$ cat config.mk
export PLATFORM = sky130hd
export DESIGN_NAME = irrigation_scheduler
export DESIGN_NICKNAME = d
export VERILOG_FILES = /design/src/rtl/irrigation_scheduler.sv
export SDC_FILE = /design/constraint.sdc
export NUM_CORES = 1
export LEC_CHECK = 0
export CAP_MARGIN = 15
export CORE_ASPECT_RATIO = 0.8
export CORE_MARGIN = 2
export CORE_UTILIZATION = 47
export CTS_BUF_LIST = sky130_fd_sc_hd__clkbuf_8 sky130_fd_sc_hd__clkbuf_16
export DETAILED_ROUTE_END_ITERATION = 7
export PLACE_DENSITY_LB_ADDON = 0.12
export SYNTH_ARGS = -nofsm -noshare
export SYNTH_HDL_FRONTEND = slang
export SYNTH_SLANG_ARGS = --single-unit
$ cat constraint.sdc
create_clock -name clk_896hz -period 1.8 [get_ports clk_896hz]
set_input_delay 0.36 -clock clk_896hz [delete_from_list [all_inputs] [get_ports clk_896hz]]
set_output_delay 0.36 -clock clk_896hz [all_outputs]
set_load 0.005 [all_outputs]
$ cat src/rtl/irrigation_scheduler.sv
// Irrigation plant sequencer: arbitrates one pump between tank refill and soil
// watering, timing each phase from ticks derived from the slow divider outputs.

module irrigation_tick_sync (
  input  logic clk,
  input  logic rst,
  input  logic din,
  output logic tick
);

  logic sync1_r;
  logic sync2_r;
  logic prev_r;

  // Two-flop synchronizer followed by a previous-sample flop for rising-edge detection
  always_ff @(posedge clk) begin
    if (rst) begin
      sync1_r <= 1'b0;
      sync2_r <= 1'b0;
      prev_r  <= 1'b0;
    end else begin
      sync1_r <= din;
      sync2_r <= sync1_r;
      prev_r  <= sync2_r;
    end
  end

  assign tick = sync2_r & ~prev_r;

endmodule

module irrigation_scheduler #(
  parameter int unsigned SPRINKLER_TICKS = 4,
  parameter int unsigned DRIP_TICKS      = 6,
  parameter int unsigned FILL_TIMEOUT    = 60
) (
  input  logic       clk_896hz,
  input  logic       limpa,
  input  logic       sprinkler_clk,
  input  logic       drip_clk,
  input  logic       clk_1hz,
  input  logic       tank_low,
  input  logic       tank_full,
  input  logic       soil_dry,
  input  logic       sel_drip,
  output logic       valve_fill,
  output logic       valve_sprinkler,
  output logic       valve_drip,
  output logic       pump_on,
  output logic       fault,
  output logic       cycle_done,
  output logic [2:0] state_dbg
);

  typedef enum logic [2:0] {
    IDLE     = 3'd0,
    FILL     = 3'd1,
    SPRINKLE = 3'd2,
    DRIP     = 3'd3,
    FAULT    = 3'd4
  } state_t;

  localparam logic [7:0] SPRINKLE_LAST = 8'(SPRINKLER_TICKS - 1);
  localparam logic [7:0] DRIP_LAST     = 8'(DRIP_TICKS - 1);
  localparam logic [7:0] FILL_LAST     = 8'(FILL_TIMEOUT - 1);

  state_t     state_r;
  state_t     state_s;
  logic [7:0] count_r;
  logic [7:0] count_s;
  logic [1:0] warm_r;
  logic       ticks_live_s;
  logic       sp_raw_s;
  logic       dr_raw_s;
  logic       hz_raw_s;
  logic       sp_tick_s;
  logic       dr_tick_s;
  logic       hz_tick_s;
  logic       phase_tick_s;
  logic [7:0] phase_last_s;
  logic       contra_s;
  logic       done_s;

  irrigation_tick_sync u_sync_sprinkler (
    .clk  (clk_896hz),
    .rst  (limpa),
    .din  (sprinkler_clk),
    .tick (sp_raw_s)
  );

  irrigation_tick_sync u_sync_drip (
    .clk  (clk_896hz),
    .rst  (limpa),
    .din  (drip_clk),
    .tick (dr_raw_s)
  );

  irrigation_tick_sync u_sync_1hz (
    .clk  (clk_896hz),
    .rst  (limpa),
    .din  (clk_1hz),
    .tick (hz_raw_s)
  );

  // Warm-up counter: hides a level already high at reset release from the edge detectors
  always_ff @(posedge clk_896hz) begin
    if (limpa) begin
      warm_r <= 2'd0;
    end else if (warm_r != 2'd3) begin
      warm_r <= warm_r + 2'd1;
    end else begin
      warm_r <= warm_r;
    end
  end

  assign ticks_live_s = (warm_r == 2'd3);
  assign sp_tick_s    = sp_raw_s & ticks_live_s;
  assign dr_tick_s    = dr_raw_s & ticks_live_s;
  assign hz_tick_s    = hz_raw_s & ticks_live_s;
  assign contra_s     = tank_low & tank_full;

  // State and shared phase counter registers
  always_ff @(posedge clk_896hz) begin
    if (limpa) begin
      state_r <= IDLE;
      count_r <= 8'd0;
    end else begin
      state_r <= state_s;
      count_r <= count_s;
    end
  end

  // Next-state, phase counter and completion pulse
  always_comb begin
    state_s      = state_r;
    count_s      = count_r;
    done_s       = 1'b0;
    phase_tick_s = 1'b0;
    phase_last_s = 8'd0;

    case (state_r)
      FILL: begin
        phase_tick_s = hz_tick_s;
        phase_last_s = FILL_LAST;
      end
      SPRINKLE: begin
        phase_tick_s = sp_tick_s;
        phase_last_s = SPRINKLE_LAST;
      end
      DRIP: begin
        phase_tick_s = dr_tick_s;
        phase_last_s = DRIP_LAST;
      end
      default: begin
        phase_tick_s = 1'b0;
        phase_last_s = 8'd0;
      end
    endcase

    case (state_r)
      IDLE: begin
        if (contra_s) begin
          state_s = FAULT;
        end else if (tank_low) begin
          state_s = FILL;
        end else if (soil_dry) begin
          state_s = sel_drip ? DRIP : SPRINKLE;
        end else begin
          state_s = IDLE;
        end
      end
      FILL: begin
        // tank_full outranks a timeout tick arriving on the same edge
        if (contra_s) begin
          state_s = FAULT;
        end else if (tank_full) begin
          state_s = IDLE;
        end else if (phase_tick_s && (count_r == phase_last_s)) begin
          state_s = FAULT;
        end else begin
          state_s = FILL;
        end
      end
      SPRINKLE, DRIP: begin
        // Refill preempts watering; the abandoned cycle is not resumed
        if (contra_s) begin
          state_s = FAULT;
        end else if (tank_low) begin
          state_s = FILL;
        end else if (phase_tick_s && (count_r == phase_last_s)) begin
          state_s = IDLE;
          done_s  = 1'b1;
        end else begin
          state_s = state_r;
        end
      end
      FAULT: begin
        state_s = FAULT;
      end
      default: begin
        state_s = FAULT;
      end
    endcase

    if (state_s != state_r) begin
      count_s = 8'd0;
    end else if (phase_tick_s) begin
      count_s = count_r + 8'd1;
    end else begin
      count_s = count_r;
    end
  end

  // Registered outputs decoded from the next state so they move with the transition
  always_ff @(posedge clk_896hz) begin
    if (limpa) begin
      valve_fill      <= 1'b0;
      valve_sprinkler <= 1'b0;
      valve_drip      <= 1'b0;
      pump_on         <= 1'b0;
      fault           <= 1'b0;
      cycle_done      <= 1'b0;
      state_dbg       <= 3'd0;
    end else begin
      valve_fill      <= (state_s == FILL);
      valve_sprinkler <= (state_s == SPRINKLE);
      valve_drip      <= (state_s == DRIP);
      pump_on         <= (state_s == FILL) || (state_s == SPRINKLE) || (state_s == DRIP);
      fault           <= (state_s == FAULT);
      cycle_done      <= done_s;
      state_dbg       <= state_s;
    end
  end

endmodule

==> results of run 1 <==
[metrics by stage]
| step | utilization | hold slack (ns) |
|---|---|---|
| floorplan | - | 0.414 |
| global placement | 0.604 | 0.425 |
| detailed placement | 0.604 | 0.435 |
| CTS | 0.652 | 0.458 |
| global route | 0.703 | 0.473 |
| finish | 0.703 | 0.450 |
[critical path, stage by stage]
cell                              delay, ns
sky130_fd_sc_hd__clkdlybuf4s50_1       0.44
sky130_fd_sc_hd__and3b_2               0.24
sky130_fd_sc_hd__a22o_1                0.20
sky130_fd_sc_hd__or4_4                 0.43
sky130_fd_sc_hd__o21ai_4               0.19
sky130_fd_sc_hd__nor3_4                0.06
sky130_fd_sc_hd__o21bai_1              0.16
[synthesized netlist by cell type (all sizes together) (3+ instances only)]
cell type,n,area share
dfxtp,28,0.43
nor3,4,0.019
inv,6,0.017
and3,3,0.014
mux2i,3,0.023
nor4,3,0.019
a21oi,4,0.015
nor2b,10,0.048
o21a,3,0.017
nand2,6,0.017
o21ai,3,0.014
xor2,7,0.047
nor2,20,0.058
[report_power, final]
| part | internal [mW] | switching (mW) |
|---|---|---|
| clock network | 0.298 | 0.195 |
| logic | 0.145 | 0.131 |
| registers | 0.649 | 0.0209 |
| total | 1.09 | 0.347 |
[metal layers]
metal,GRT usage,part of all wire
met4,0.107,0.027
met3,0.0507,0.038
met1,0.232,0.43
met5,0,0
met2,0.342,0.50
[area by class of cell]
cell class / instances / area (sq um)
timing repair buffer: 40 / 358
clock buffer: 3 / 41.3
multi-input combinational: 100 / 831
inverter: 6 / 22.5
clock inverter: 1 / 30.0
sequential: 28 / 569
fill: 207 / 802
tap: 38 / 47.5
[worst paths after layout]
path / slack (ns) / to / from / depth (start not counted)
hold reg to reg: 0.45 / u_sync_sprinkler.sync2_r$_SDFF_PP0_ / u_sync_sprinkler.sync1_r$_SDFF_PP0_ / 1
setup / recovery: -0.11 / pump_on$_SDFF_PP0_ / soil_dry / 7
hold / removal: 0.45 / u_sync_sprinkler.sync2_r$_SDFF_PP0_ / u_sync_sprinkler.sync1_r$_SDFF_PP0_ / 1
setup reg to reg: -0.07 / pump_on$_SDFF_PP0_ / state_dbg[2]$_SDFF_PP0_ / 6
[kinds of logic (layout without fill, tap and decap cells)]
family,Yosys count,count (layout),synth area share
mux,3,3,0.0231
buf+inv,10,50,0.0452
compound gates,21,21,0.123
xor+xnor,8,8,0.0538
simple gates,66,66,0.305
fa+ha+maj,2,2,0.0192
flops,28,28,0.431
[repair_timing]
item	in CTS	in global routing
gates resized for setup	11	21
setup buffers	2	3
setup endpoints to repair	15	16
pin swaps	6	9
==> impl_metrics.tcl, run 1 <==
set metrics [dict create \
    layout.cells.most_common "sky130_fd_sc_hd__dfxtp_1" \
    report.final.slew_viol_count 0 \
    finalNetCount 190 \
    syn_area_per_cell_sq_um 9.43 \
    slew-limit-headroom 0.782 \
    quantity_of_i_o_buffers_inserted_on_ports 17 \
    top_regs "count_r x8, state_dbg x3, warm_r x2" \
    tritoncts.num_buffers 3 \
    insertedDiodeCount 0 \
    htreeDepth 1 \
    grt_max_degree 17 \
    worst_setup_path_end_kind "register" \
    post-route-cell-area_sq_um 1900 \
    critical_path_class "primary input to register" \
    placed_area_sq_um 1630 \
    grt_use_total 0.199 \
    synth_edf_count 0 \
    crit_fanout 3 \
    ctsLongestPathBuffers 2 \
    wl_per_cell_um 15.0 \
    maximum_resistive_drop_on_vdd_v 0.000442 \
    synthesized_nets 149 \
    grt_pass1_vias 1073 \
    violations "setup timing" \
    cts.reportedPaths.clkPinSlew_ns 0.09 \
    min-delay-path-class "register to register" \
    vias 1150 \
    startpoint_type "primary input" \
    coreArea_sq_um 2700 \
    run_status "finished, violations left" \
    yosys_most_used_dff "sky130_fd_sc_hd__dfxtp_1" \
    fmax_ghz 0.523 \
    drt.antenna.violating_nets 0 \
    remaining_drc_errors 0 \
    netlist_area_sq_um 1300 \
    pin_count 18 \
    final-instance-count-excl-fill 216 \
    layout_common_cells "sky130_fd_sc_hd__dfxtp_1, sky130_fd_sc_hd__buf_4, sky130_fd_sc_hd__nor2_1" \
    period_minus_slack_ns 1.91 \
    drt-initial-drc-count 38 \
    dieArea_sq_um 3210 \
    viasPerCell 5.32 \
    dr.pass1.iters 4 \
    area_growth_syn_to_layout_pct 46.0 \
    cell_at_the_root_of_the_clock_tree "sky130_fd_sc_hd__clkbuf_8" \
    min_period_over_period 1.06 \
    fraction_of_the_yosys_area_taken_by_sequential_cells 0.431 \
    p_leak_nw 0.779 \
    post_synth_num_cell_types 50 \
    wire_length_of_the_first_global_routing_pass_mm 4.80 \
    post_synthesis_cell_count 138 \
    postSynthRegisterBits 28 \
    largest-register "count_r" \
    grt_antenna_before_repair 0 \
    tritoncts "built" \
    drt_wl_total_mm 3.23 \
    grt_setup_unrepaired "true" \
    setup_ws_pre_cts_ns -0.600 \
    die_width_um 62.8 \
    hold_buffers 0 \
    floorplan.initialDensity 0.482 \
    total_power_mw 1.44 \
    clock_skew_ns 0.00469 \
    drive_above_1_share 0.331 \
    row_count 17 \
    die_h_um 51.1 \
    timing.final.ws_setup_ns -0.113 \
    drv.max_cap_violation_count 0 \
    timing_worst_slew_pin_value_ns 0.327 \
    place_congestion 0.807 \
    async_flop_share 0 \
    setup_total_negative_slack_ns -0.453 \
    flip_flop_count_of_the_largest_register_after_layout 8 \
    worst_skew_pair.late_latency_ns 0.28 \
    timing.final.hold_violations 0 \
    critPathArrivalTime_ns 2.08 \
    grt_remaining_overflow 0 \
    cp_data_required_time_ns 1.97 \
    yosys_warnings 0 \
    setup_viol 15 \
    placed_wire_length_estimate_mm 1.98 \
    cts.sinks 28 \
    power_per_cell_area_nw_per_um2 758 \
    placed_cells_incl_taps 207 \
]
Power figures use the tool's default switching activity.
==> inputs of run 2 (changes only) <==
- CTS_BUF_LIST: sky130_fd_sc_hd__clkbuf_8 sky130_fd_sc_hd__clkbuf_16 -> sky130_fd_sc_hd__clkbuf_4
==> run 2 against run 1 <==
Effect of this change: the run still ends with setup timing left; non-clock buffer count is 1 higher; critical path depth is 1 lower; highest routed layer unchanged; sequential power hardly changed; clock power is 17% lower; global-route usage is 1.0 points higher; worst hold slack better by 0.0096 ns; total power is 6.4% lower; via count is 2.7% lower.
==> impl_metrics.tcl, run 2 (same netlist as run 1, synthesis figures left out) <==
set metrics [dict create \
    run_status "finished, violations left" \
    violations "setup timing" \
    slew-limit-headroom 0.778 \
    period_minus_slack_ns 1.89 \
    detail_route.wirelength.met1_mm 1.37 \
    dr.pass1.iters 4 \
    routed.top_layer "met4" \
    grt_max_degree 17 \
    grt_antenna_before_repair 0 \
    startpoint_type "register" \
    hold_buffers 0 \
    drt.antenna.violating_nets 0 \
    crit_fanout 6 \
    setup.worst_path.start "state_dbg[1]$_SDFF_PP0_" \
    drt-initial-drc-count 74 \
    hp-start "u_sync_sprinkler.sync1_r$_SDFF_PP0_" \
    timing.final.hold_violations 0 \
    setup_total_negative_slack_ns -0.317 \
    tritoncts "built" \
    flip_flop_count_of_the_largest_register_after_layout 8 \
    fin_worst_hold_slack_ns 0.460 \
    p_leak_nw 0.789 \
    clock_skew_ns 0.00554 \
    critPathArrivalTime_ns 2.12 \
    grt_remaining_overflow 0 \
    total_power_mw 1.35 \
    drive_above_1_share 0.330 \
    area_growth_syn_to_layout_pct 43.2 \
    vias 1119 \
    cell_at_the_root_of_the_clock_tree "sky130_fd_sc_hd__clkbuf_4" \
    cts.sinks 28 \
    layout_common_cells "sky130_fd_sc_hd__dfxtp_1, sky130_fd_sc_hd__buf_4, sky130_fd_sc_hd__nor2_1" \
    setup_ws_pre_cts_ns -0.600 \
    fmax_ghz 0.530 \
    met3WireLength_um 84 \
    timing.rr.start "state_dbg[1]$_SDFF_PP0_" \
    timing.critical_path.cells "nand3b_4 > a211o_1 > or2_4 > nor4_4 > o21a_2 > o21bai_1" \
    insertedDiodeCount 0 \
    coreArea_sq_um 2700 \
    ctsLongestPathBuffers 2 \
    min-delay-path-class "register to register" \
    htreeDepth 1 \
    min_period_over_period 1.05 \
    drv.max_cap_violation_count 0 \
    maximum_resistive_drop_on_vdd_v 0.000411 \
    remaining_drc_errors 0 \
    worst_skew_pair.late_latency_ns 0.33 \
    setup_viol 5 \
    power_per_cell_area_nw_per_um2 723 \
    cts.reportedPaths.clkPinSlew_ns 0.14 \
    grt_use_total 0.210 \
    row_count 17 \
    dieArea_sq_um 3210 \
    quantity_of_i_o_buffers_inserted_on_ports 17 \
    grt_setup_unrepaired "true" \
    floorplan.initialDensity 0.482 \
    tritoncts.num_buffers 3 \
    top_regs "count_r x8, state_dbg x3, warm_r x2" \
    largest-register "count_r" \
    worst_setup_path_end_kind "register" \
    die_width_um 62.8 \
    cp_data_required_time_ns 2.03 \
    critical_path_class "register to register" \
    wl_per_cell_um 13.7 \
    grt_pass1_vias 1089 \
    place_congestion 0.807 \
    viasPerCell 5.16 \
    drt_wl_total_mm 2.98 \
    wire_length_of_the_first_global_routing_pass_mm 5.05 \
    pin_count 18 \
    critPathSlowestCell "sky130_fd_sc_hd__dfxtp_4" \
    finalNetCount 191 \
    timing_worst_slew_pin_value_ns 0.331 \
    placed_wire_length_estimate_mm 1.98 \
    met2_wirelength_mm 1.47 \
    timing.final.ws_setup_ns -0.0865 \
    layout.cells.most_common "sky130_fd_sc_hd__dfxtp_1" \
    critical-path-max-stage-delay_ns 0.43 \
    report.final.slew_viol_count 0 \
    die_h_um 51.1 \
]
==> run 2: changes by cell type in the layout (fill, tap and decap cells not counted), sizes merged <==
cell / change
dlygate4sd2: +1
clkdlybuf4s50: -2
buf: +2
==> run 2: layer usage <==
| metal | up-vias | GRT usage |
|---|---|---|
| li1 | 558 | - |
| met1 | 530 | 0.252 |
| met2 | 25 | 0.366 |
| met3 | 6 | 0.0485 |
| met4 | 0 | 0.0889 |
| met5 | - | 0 |
==> run 2: stage by stage <==
step / cell area, sq um / utilization / cells
2_1_floorplan: 1320 / - / 138
3_3_place_gp: 1630 / 0.604 / 207
3_5_place_dp: 1630 / 0.604 / 207
4_1_cts: 1780 / 0.659 / 214
5_1_grt: 1860 / 0.690 / 217
6_report: 1860 / 0.690 / 217
==> run 2: path summary, 6_finish.rpt <==
path	end	slack [ns]	cells past startpoint
worst min-delay path	u_sync_sprinkler.sync2_r$_SDFF_PP0_	0.46	1
worst max register to register	pump_on$_SDFF_PP0_	-0.09	6
worst max-delay path	pump_on$_SDFF_PP0_	-0.09	6
worst min register to register	u_sync_sprinkler.sync2_r$_SDFF_PP0_	0.46	1
==> run 2: what timing repair did <==
| action | 4_1_cts | 5_1_grt |
|---|---|---|
| endpoints found under the setup margin | 17 | 16 |
| resized for setup | 19 | 11 |
| pin swaps | 9 | 8 |
| buffers inserted | 3 | 3 |
==> run 2: area by class of cell <==
| class | instances | area (sq um) |
|---|---|---|
| clock buffer | 3 | 22.5 |
| clock inverter | 1 | 30.0 |
| fill | 223 | 838 |
| inverter | 6 | 22.5 |
| multi-input combinational | 100 | 797 |
| sequential | 28 | 569 |
| tap | 38 | 47.5 |
| timing repair buffer | 41 | 374 |
==> run 2: power by group <==
part | switching, mW | total, mW | leakage [nW] | internal (mW)
Combinational | 0.124 | 0.268 | 0.531 | 0.143
Clock | 0.184 | 0.409 | 0.0279 | 0.225
Sequential | 0.0200 | 0.670 | 0.231 | 0.649
==> run 2: worst max-delay path: cells and delay by family (launching register included) <==
kind / cells / cell delay (ns)
simple gates: 3 / 0.73
compound gates: 3 / 0.63
flops: 1 / 0.43
